[src/rtl/div_unit_if.sv]
// rtl/div_unit_if.sv - execute-stage to divider handshake and HI/LO write port bundle
interface div_unit_if;
    logic        start;
    logic        is_signed;
    logic [31:0] dividend;
    logic [31:0] divisor;
    logic        cancel;
    logic        busy;
    logic [1:0]  w_hilo_ena;
    logic [31:0] w_hi_data;
    logic [31:0] w_lo_data;

    modport master (
        output start, is_signed, dividend, divisor, cancel,
        input  busy, w_hilo_ena, w_hi_data, w_lo_data
    );

    modport slave (
        input  start, is_signed, dividend, divisor, cancel,
        output busy, w_hilo_ena, w_hi_data, w_lo_data
    );
endinterface

[src/rtl/div_unit.sv]
// rtl/div_unit.sv - iterative restoring radix-2 32-bit DIV/DIVU with one-cycle HI/LO write
module div_unit (
    input  logic       clk,
    input  logic       rst_n,
    div_unit_if.slave  dif
);
    typedef enum logic [1:0] {IDLE, CALC, DONE} state_t;

    state_t      state, state_nxt;
    logic [31:0] rem, quo, dvs_mag, dividend_raw;
    logic [4:0]  cnt;
    logic        quo_neg, rem_neg, div_zero;
    logic        load;
    logic [31:0] dvd_abs, dvs_abs;
    logic [32:0] partial, trial;

    assign dvd_abs = (dif.is_signed && dif.dividend[31]) ? -dif.dividend : dif.dividend;
    assign dvs_abs = (dif.is_signed && dif.divisor[31])  ? -dif.divisor  : dif.divisor;
    assign partial = {rem, quo[31]};
    assign trial   = partial - {1'b0, dvs_mag};
    assign dif.busy = (state != IDLE);

    always_comb begin
        state_nxt      = state;
        load           = 1'b0;
        dif.w_hilo_ena = 2'b00;
        dif.w_hi_data  = 32'd0;
        dif.w_lo_data  = 32'd0;
        case (state)
            IDLE: begin
                if (dif.start) begin
                    load      = 1'b1;
                    state_nxt = CALC;
                end
            end
            CALC: begin
                if (cnt == 5'd31) state_nxt = DONE;
            end
            DONE: begin
                dif.w_hilo_ena = 2'b11;
                if (div_zero) begin
                    dif.w_hi_data = dividend_raw;
                    dif.w_lo_data = 32'hFFFF_FFFF;
                end else begin
                    dif.w_hi_data = rem_neg ? -rem : rem;
                    dif.w_lo_data = quo_neg ? -quo : quo;
                end
                // back-to-back issue: a new start is taken on the write cycle
                if (dif.start) begin
                    load      = 1'b1;
                    state_nxt = CALC;
                end else begin
                    state_nxt = IDLE;
                end
            end
            default: state_nxt = IDLE;
        endcase
        if (dif.cancel) begin
            state_nxt      = IDLE;
            load           = 1'b0;
            dif.w_hilo_ena = 2'b00;
        end
    end

    always_ff @(posedge clk or negedge rst_n) begin
        if (!rst_n) begin
            state        <= IDLE;
            rem          <= 32'd0;
            quo          <= 32'd0;
            dvs_mag      <= 32'd0;
            dividend_raw <= 32'd0;
            cnt          <= 5'd0;
            quo_neg      <= 1'b0;
            rem_neg      <= 1'b0;
            div_zero     <= 1'b0;
        end else begin
            state <= state_nxt;
            if (load) begin
                rem          <= 32'd0;
                quo          <= dvd_abs;
                dvs_mag      <= dvs_abs;
                dividend_raw <= dif.dividend;
                quo_neg      <= dif.is_signed & (dif.dividend[31] ^ dif.divisor[31]);
                rem_neg      <= dif.is_signed & dif.dividend[31];
                div_zero     <= (dif.divisor == 32'd0);
                cnt          <= 5'd0;
            end else if (state == CALC) begin
                if (!trial[32]) begin
                    rem <= trial[31:0];
                    quo <= {quo[30:0], 1'b1};
                end else begin
                    rem <= partial[31:0];
                    quo <= {quo[30:0], 1'b0};
                end
                cnt <= cnt + 5'd1;
            end
        end
    end
endmodule

[src/flat_wrapper.sv]
// flat-port wrapper written by rule: the top's interface ports become plain ports
module div_unit_flat 
  (clk, rst_n, dif_start, dif_is_signed, dif_dividend, dif_divisor, dif_cancel, dif_busy, dif_w_hilo_ena, dif_w_hi_data, dif_w_lo_data);
  div_unit_if dif_i ();
  input  logic clk;
  input  logic rst_n;
  input wire logic [$bits(dif_i.start)-1:0] dif_start;
  input wire logic [$bits(dif_i.is_signed)-1:0] dif_is_signed;
  input wire logic [$bits(dif_i.dividend)-1:0] dif_dividend;
  input wire logic [$bits(dif_i.divisor)-1:0] dif_divisor;
  input wire logic [$bits(dif_i.cancel)-1:0] dif_cancel;
  output wire logic [$bits(dif_i.busy)-1:0] dif_busy;
  output wire logic [$bits(dif_i.w_hilo_ena)-1:0] dif_w_hilo_ena;
  output wire logic [$bits(dif_i.w_hi_data)-1:0] dif_w_hi_data;
  output wire logic [$bits(dif_i.w_lo_data)-1:0] dif_w_lo_data;
  assign dif_i.start = dif_start;
  assign dif_i.is_signed = dif_is_signed;
  assign dif_i.dividend = dif_dividend;
  assign dif_i.divisor = dif_divisor;
  assign dif_i.cancel = dif_cancel;
  assign dif_busy = dif_i.busy;
  assign dif_w_hilo_ena = dif_i.w_hilo_ena;
  assign dif_w_hi_data = dif_i.w_hi_data;
  assign dif_w_lo_data = dif_i.w_lo_data;
  div_unit u_core (.clk(clk), .rst_n(rst_n), .dif(dif_i));
endmodule
[config.mk]
export PLATFORM = sky130hd
export DESIGN_NAME = div_unit_flat
export DESIGN_NICKNAME = d
export VERILOG_FILES = /design/src/rtl/div_unit_if.sv /design/src/rtl/div_unit.sv /design/src/flat_wrapper.sv
export SDC_FILE = /design/constraint.sdc
export NUM_CORES = 1
export LEC_CHECK = 0
export ABC_AREA = 1
export CORE_UTILIZATION = 45
export CTS_CLUSTER_SIZE = 28
export DETAILED_ROUTE_END_ITERATION = 10
export DONT_BUFFER_PORTS = 1
export GPL_ROUTABILITY_DRIVEN = 1
export PLACE_DENSITY = 0.7
export SLEW_MARGIN = 20
export SYNTH_ARGS = -nofsm -noshare
export SYNTH_HDL_FRONTEND = slang
export SYNTH_SLANG_ARGS = --single-unit
[constraint.sdc]
create_clock -name clk -period 3.35 [get_ports clk]
set_input_delay 0.5025 -clock clk [delete_from_list [all_inputs] [get_ports clk]]
set_output_delay 0.5025 -clock clk [all_outputs]
set_load 0.1 [all_outputs]
==> qor.txt, run 1 <==
Distinct cells, synth -> 51
Synth Register Bits -> 138
CP Capture Type -> output port
Worst Path Max Fanout -> 6
Outcome -> finished, violations left
Synth top cells by count -> nand2_1 (586), inv_1 (334), nand3_1 (239), nor2_1 (201), o21ai_0 (174)
Number of synthesis warnings -> 0
Synth top area share -> 27.1%
Die Y-Extent -> 170 microns
Arrival @ worst endpoint -> 2.70 ns
Largest net degree at the start of global routing -> 139
Initial core utilization -> 45.8%
Worst path cell trace -> nor2_1 -> nand3_1 -> nor3_1 -> nand3_1 -> nand2_1 -> nand4_1 -> nand3_1 -> nand2_1 -> inv_1 -> buf_12
DR iter-0 viols -> 1,480
P_sw -> 5690 uW
Post-Route WL -> 45.4 mm
Clock skew -> 0.0151 ns
Area Overhead vs Synth -> 15.6%
Max incr delay on CP -> 0.47 ns
Final Max Slew Viols -> 0
# Max-Cap Violations -> 0
Layout Nets -> 2,256
CP Launch Type -> flip-flop
Initial antenna violation count -> 0
Delay-heaviest family, CP -> simple AND/OR/NAND/NOR gates
Fin crit period -> 3.21 ns
Top post-synthesis cells by area -> dfrtp_1 (27%), nand2_1 (17%), inv_1 (9.8%), nand3_1 (9.4%), o21ai_0 (6.8%)
Overall routing resource usage -> 31.6%
CP Buf/Inv Count -> 2
CP Data Required Time -> 2.85 ns
Post-Syn Instances -> 2,122
Layout cells sized above 1 -> 9.81%
Setup TNS -> 0 ns
Clock power frac -> 17.1%
Die Footprint -> 29,000 sq um
Post-synth top area cell -> dfrtp_1
Syn_nets -> 2,230
# rows -> 61
Cell-internal power -> 5170 uW
Grt total ovfl -> 0
Clock sinks -> 138
Register area share after synthesis -> 27.1%
Register Area -> 3450 sq um
CTS root buf -> clkbuf_16
Fillers -> 2,823
Leakage -> 0.00752 uW
Routed Antenna Nets -> 0
CP Class -> reg -> out
Seq pwr share -> 25.2%
Asr flop ratio synth -> 100%
Vias in the first global route -> 13,000
Hold Violations, Final -> 138
Io pins -> 136
Area of the multi-input gates -> 7940 sq um
Synthesized cell area -> 12,700 sq um
Worst skew pair latency -> 0.44 ns
Number of vias per cell -> 5.62
Placed inst area -> 14,100 sq um
Worst Max-Slew Pin Slew -> 0.938 ns
Combinational power share -> 57.7%
Sw Ratio -> 52.4%
Post-DP HPWL -> 35.0 mm
IR drop worst, VDD -> 486 uV
Violated checks -> hold timing
Post-route cell area -> 14,700 sq um
Num CTS Buffers -> 17
I/O Buffers -> 0
Most frequent CP cell -> nand3_1
CP max stage cell -> dfrtp_1
Clock buffer depth -> 2
CTS tree -> built
Overall power -> 10,900 uW
HP Class -> in -> async
RSZ-0062 raised after global routing -> true
First-pass GRT wire length -> 70.6 mm
Avg WL per Cell -> 17.9 microns
F_max -> 312 MHz
Power per cell area -> 737 nW/um^2
Worst hold slack -> -0.217 ns
Core ar. -> 27,900 sq um
Synthesized area per cell -> 6.01 sq um
Most numerous cell in the Yosys netlist -> nand2_1
Final setup viols -> 0
Post-synth EDFFs -> 0
Via count -> 14,300
CTS clk-pin slew, worst paths -> 0.06 ns
Worst slew margin -> 37.3%
Final core occ -> 52.9%
Ant. Diodes -> 0
First drt pass iteration count -> 6
Period utilisation layout -> 95.7%
DRC viols -> 0
Htree depth -> 4
Die width -> 170 microns
Ys flop type -> dfrtp_1
Final RePlAce weighted congestion -> 0.977
[area by class of cell]
type                       instances  share of cell area [%]
multi-input combinational       1565                    53.9
tap                              378                    3.21
timing repair buffer              86                    6.97
inverter                         340                    8.66
sequential                       138                    23.4
clock buffer                      18                    2.98
clock inverter                    14                   0.857
[state kept, by name (all words and copies together) (netlist names)]
register / count
u_core.cnt: 5
u_core.div_zero: 1
u_core.dividend_raw: 32
u_core.dvs_mag: 32
u_core.quo: 32
u_core.quo_neg: 1
u_core.rem: 32
u_core.rem_neg: 1
u_core.state: 2
[cell families after synthesis]
| logic type | synth area share (%) |
|---|---|
| compound gates | 15.2 |
| xor+xnor | 2.40 |
| fa+ha+maj | 3.89 |
| buf+inv | 13.0 |
| flops | 27.1 |
| simple gates | 38.4 |
[cell usage in the layout, fill, tap and decap left out, types with 4 or more instances in the layout]
master     count
nand2_1      586
inv_1        333
nand3_1      235
nor2_1       191
o21ai_0      174
dfrtp_1      138
a21oi_1       62
buf_4         55
nor3_1        39
ha_1          38
nand4_1       34
buf_12        28
a31oi_2       26
xor2_1        20
clkbuf_16     17
o211ai_1      16
nand2_2       16
xnor2_1       15
nor2_2        11
a31oi_1       10
a21oi_2        9
o22ai_1        9
o21bai_1       9
nand3_2        7
o31ai_1        7
nand3b_1       6
inv_2          5
a22oi_1        5
inv_6          5
nor2_4         4
nand2_4        4
inv_8          4
[stage by stage]
| step | cells | worst slack (ns) |
|---|---|---|
| 2_1_floorplan | 2122 | -0.0485 |
| 3_3_place_gp | 2505 | 0.556 |
| 3_5_place_dp | 2505 | 0.489 |
| 4_1_cts | 2537 | 0.0178 |
| 5_1_grt | 2539 | -0.0259 |
| 6_report | 2539 | 0.144 |
[worst paths after layout]
check,start,end,cells past startpoint,slack [ns]
setup / recovery,u_core.rem[14]$_DFFE_PN0P_,dif_w_hi_data[30],10,0.14
hold / removal,rst_n,u_core.rem[30]$_DFFE_PN0P_,0,-0.22
setup reg to reg,u_core.quo[31]$_DFFE_PN0P_,u_core.rem[17]$_DFFE_PN0P_,18,0.44
hold reg to reg,u_core.dividend_raw[10]$_DFFE_PN0P_,u_core.dividend_raw[10]$_DFFE_PN0P_,2,0.48
max in group asynchronous,rst_n,u_core.dvs_mag[22]$_DFFE_PN0P_,0,3.21
min in group clk,dif_cancel,u_core.state[0]$_DFFE_PN0P_,1,0.16
[per-layer routing]
metal / share of wire [%] / routed length, microns / vias up / track usage [%]
met5: 0 / 0 / - / 0
met4: 3.2 / 1470 / 0 / 11.1
met3: 9.1 / 4130 / 81 / 6.86
met2: 43 / 19600 / 647 / 47.7
met1: 44 / 20100 / 6639 / 44.3
li1: - / - / 6913 / -
[power groups by stage]
stage	clock network [uW]	logic [uW]	registers, uW
CTS	1870	6140	2710
global route	1940	7040	2780
global placement	0	6030	2720
floorplan	0	4820	2480
finish	1860	6260	2740
detailed placement	0	6100	2730
[timing repair]
action                     CTS  global route
setup endpoints to repair    0            17
hold endpoints to repair   138           138
setup buffers                0             1
gates resized for setup      0            14
Power figures use the tool's default switching activity.
==> inputs of run 2 (changes only) <==
--- a/config.mk
+++ b/config.mk
@@ -11,7 +11,7 @@
 export DETAILED_ROUTE_END_ITERATION = 10
 export DONT_BUFFER_PORTS = 1
 export GPL_ROUTABILITY_DRIVEN = 1
-export PLACE_DENSITY = 0.7
+export PLACE_DENSITY = 0.69
 export SLEW_MARGIN = 20
 export SYNTH_ARGS = -nofsm -noshare
 export SYNTH_HDL_FRONTEND = slang
==> qor.txt, run 2 (synthesized netlist as in run 1, its figures left out) <==
Most frequent cells in the layout -> nand2_1 (586), inv_1 (333), nand3_1 (235) (unchanged)
Worst hold slack -> -0.224 ns (was -0.217 ns)
RSZ-0062 raised after global routing -> true (unchanged)
First drt pass iteration count -> 6 (unchanged)
DR iter-0 viols -> 1,492 (was 1,480)
Worst Path Max Fanout -> 8 (was 6)
HP Class -> in -> async (unchanged)
R2R depth -> 18 (unchanged)
Final core occ -> 53.3% (was 52.9%)
Core ar. -> 27,900 sq um (unchanged)
Clock buffer depth -> 2 (unchanged)
Leakage -> 0.00756 uW (was 0.00752 uW)
Overall routing resource usage -> 31.9% (was 31.6%)
CTS tree -> built (unchanged)
# Max-Cap Violations -> 0 (unchanged)
Outcome -> finished, violations left (unchanged)
Violated checks -> hold timing (unchanged)
Routed Antenna Nets -> 0 (unchanged)
Final Max Slew Viols -> 0 (unchanged)
Htree depth -> 4 (unchanged)
Post-DP HPWL -> 35.2 mm (was 35.0 mm)
DRC viols -> 0 (unchanged)
Layout Cells excl Fill -> 2,542 (was 2,539)
Post-Route WL -> 45.8 mm (was 45.4 mm)
Clock skew -> 0.0140 ns (was 0.0151 ns)
Ant. Diodes -> 0 (unchanged)
Worst slack, placed -> 0.478 ns (was 0.489 ns)
Vias in the first global route -> 13,000 (about the same)
Flop2flop setup slack -> 0.45 ns (was 0.44 ns)
Largest net degree at the start of global routing -> 139 (unchanged)
Layout Nets -> 2,259 (was 2,256)
Placed inst area -> 14,100 sq um (about the same)
Arrival @ worst endpoint -> 2.67 ns (was 2.70 ns)
First-pass GRT wire length -> 71.2 mm (was 70.6 mm)
Critical Path End -> dif_w_hi_data[23] (was dif_w_hi_data[30])
CP Data Required Time -> 2.85 ns (about the same)
Avg WL per Cell -> 18.0 microns (was 17.9 microns)
Period utilisation layout -> 94.6% (was 95.7%)
CP Launch Type -> flip-flop (unchanged)
Die width -> 170 microns (unchanged)
Die Y-Extent -> 170 microns (unchanged)
Commonest non-fill, non-tap cell in the layout -> nand2_1 (unchanged)
Worst slew margin -> 37.2% (was 37.3%)
Post-route cell area -> 14,900 sq um (was 14,700 sq um)
Worst Max-Slew Pin Slew -> 0.939 ns (was 0.938 ns)
Io pins -> 136 (unchanged)
Final RePlAce weighted congestion -> 1.00 (was 0.977)
Clock sinks -> 138 (unchanged)
Initial antenna violation count -> 0 (unchanged)
# rows -> 61 (unchanged)
Number of vias per cell -> 5.61 (was 5.62)
CP Capture Type -> output port (unchanged)
Worst skew pair latency -> 0.44 ns (about the same)
Num CTS Buffers -> 17 (unchanged)
Area Overhead vs Synth -> 16.5% (was 15.6%)
Via count -> 14,300 (about the same)
Overall power -> 11,200 uW (was 10,900 uW)
CP startpoint -> u_core.rem[2]$_DFFE_PN0P_ (was u_core.rem[14]$_DFFE_PN0P_)
CTS root buf -> clkbuf_16 (unchanged)
CTS clk-pin slew, worst paths -> 0.07 ns (was 0.06 ns)
CP Class -> reg -> out (unchanged)
Final setup viols -> 0 (unchanged)
RR Startpoint -> u_core.quo[31]$_DFFE_PN0P_ (unchanged)
Worst Slack Setup Final -> 0.180 ns (was 0.144 ns)
Hold Violations, Final -> 138 (unchanged)
I/O Buffers -> 0 (unchanged)
Placed Instances -> 2,506 (was 2,505)
Initial core utilization -> 45.8% (unchanged)
IR drop worst, VDD -> 430 uV (was 486 uV)
Reg2reg end -> u_core.rem[17]$_DFFE_PN0P_ (unchanged)
Die Footprint -> 29,000 sq um (unchanged)
Power per cell area -> 752 nW/um^2 (was 737 nW/um^2)
Layout cells sized above 1 -> 9.89% (was 9.81%)
F_max -> 315 MHz (was 312 MHz)
Grt total ovfl -> 0 (unchanged)
Fin crit period -> 3.17 ns (was 3.21 ns)
run 2: changes by cell type in the layout (fill, tap and decap cells not counted), moves of 2 or more:
cell / previous run / this run
buf_6: 1 / 3
inv_8: 4 / 1
buf_12: 28 / 30
bufinv_16: 0 / 4
run 2: power by group:
part	internal (uW)	total, uW	leakage, uW	switching [uW]
registers	2130	2760	0.00170	622
clock network	1260	2110	0.000304	844
logic	2050	6300	0.00556	4250
run 2: how the worst min path moves through the flow:
stage	startpoint	to	slack (ns)	cells after the start
after CTS	rst_n	u_core.dvs_mag[22]$_DFFE_PN0P_	-0.25	0
after global routing	rst_n	u_core.rem[28]$_DFFE_PN0P_	-0.24	0
after floorplan	rst_n	u_core.cnt[0]$_DFFE_PN0P_	0.21	0
after detailed placement	rst_n	u_core.dvs_mag[22]$_DFFE_PN0P_	0.21	0
after global placement	rst_n	u_core.dvs_mag[22]$_DFFE_PN0P_	0.21	0
final	rst_n	u_core.rem[30]$_DFFE_PN0P_	-0.22	0
run 2: through the flow:
step / TNS (ns) / hold slack (ns)
after floorplan: -0.243 / 0.207
after global placement: 0 / 0.215
after detailed placement: 0 / 0.213
after CTS: 0 / -0.251
after global routing: -0.0302 / -0.243
final: 0 / -0.224
run 2: repair_timing:
item,CTS,global route
endpoints found under the setup margin,0,21
endpoints found under the hold margin,138,138
gates resized for setup,0,17
setup buffers,0,3
run 2: critical path: stages (launching register included):
cell and delay (ns):
dfrtp_1 0.45, inv_1 0.13, nand3_1 0.15, nor3_2 0.23, nand2_1 0.16, nor2_1 0.16
nand2_1 0.07, nand2_1 0.23, o21ai_0 0.15, a21oi_2 0.22, nor2_2 0.05, buf_4 0.23
run 2: layout make-up:
| class | count | area [sq um] |
|---|---|---|
| Timing Repair Buffer | 89 | 1060 |
| Tap cell | 378 | 473 |
| Clock buffer | 18 | 429 |
| Sequential cell | 138 | 3450 |
| Multi-Input combinational cell | 1565 | 7950 |
| Clock inverter | 14 | 208 |
| Inverter | 340 | 1280 |
| Fill cell | 2803 | 13000 |
run 2: routing by layer:
| metal | track usage (%) | part of all wire, % | wire length, microns | vias to the layer above |
|---|---|---|---|---|
| met5 | 0 | 0 | 0 | - |
| met4 | 9.20 | 2.5 | 1140 | 0 |
| met3 | 5.98 | 8.1 | 3700 | 74 |
| met2 | 49.1 | 44 | 20100 | 639 |
| met1 | 45.2 | 45 | 20800 | 6623 |
| li1 | - | - | - | 6924 |
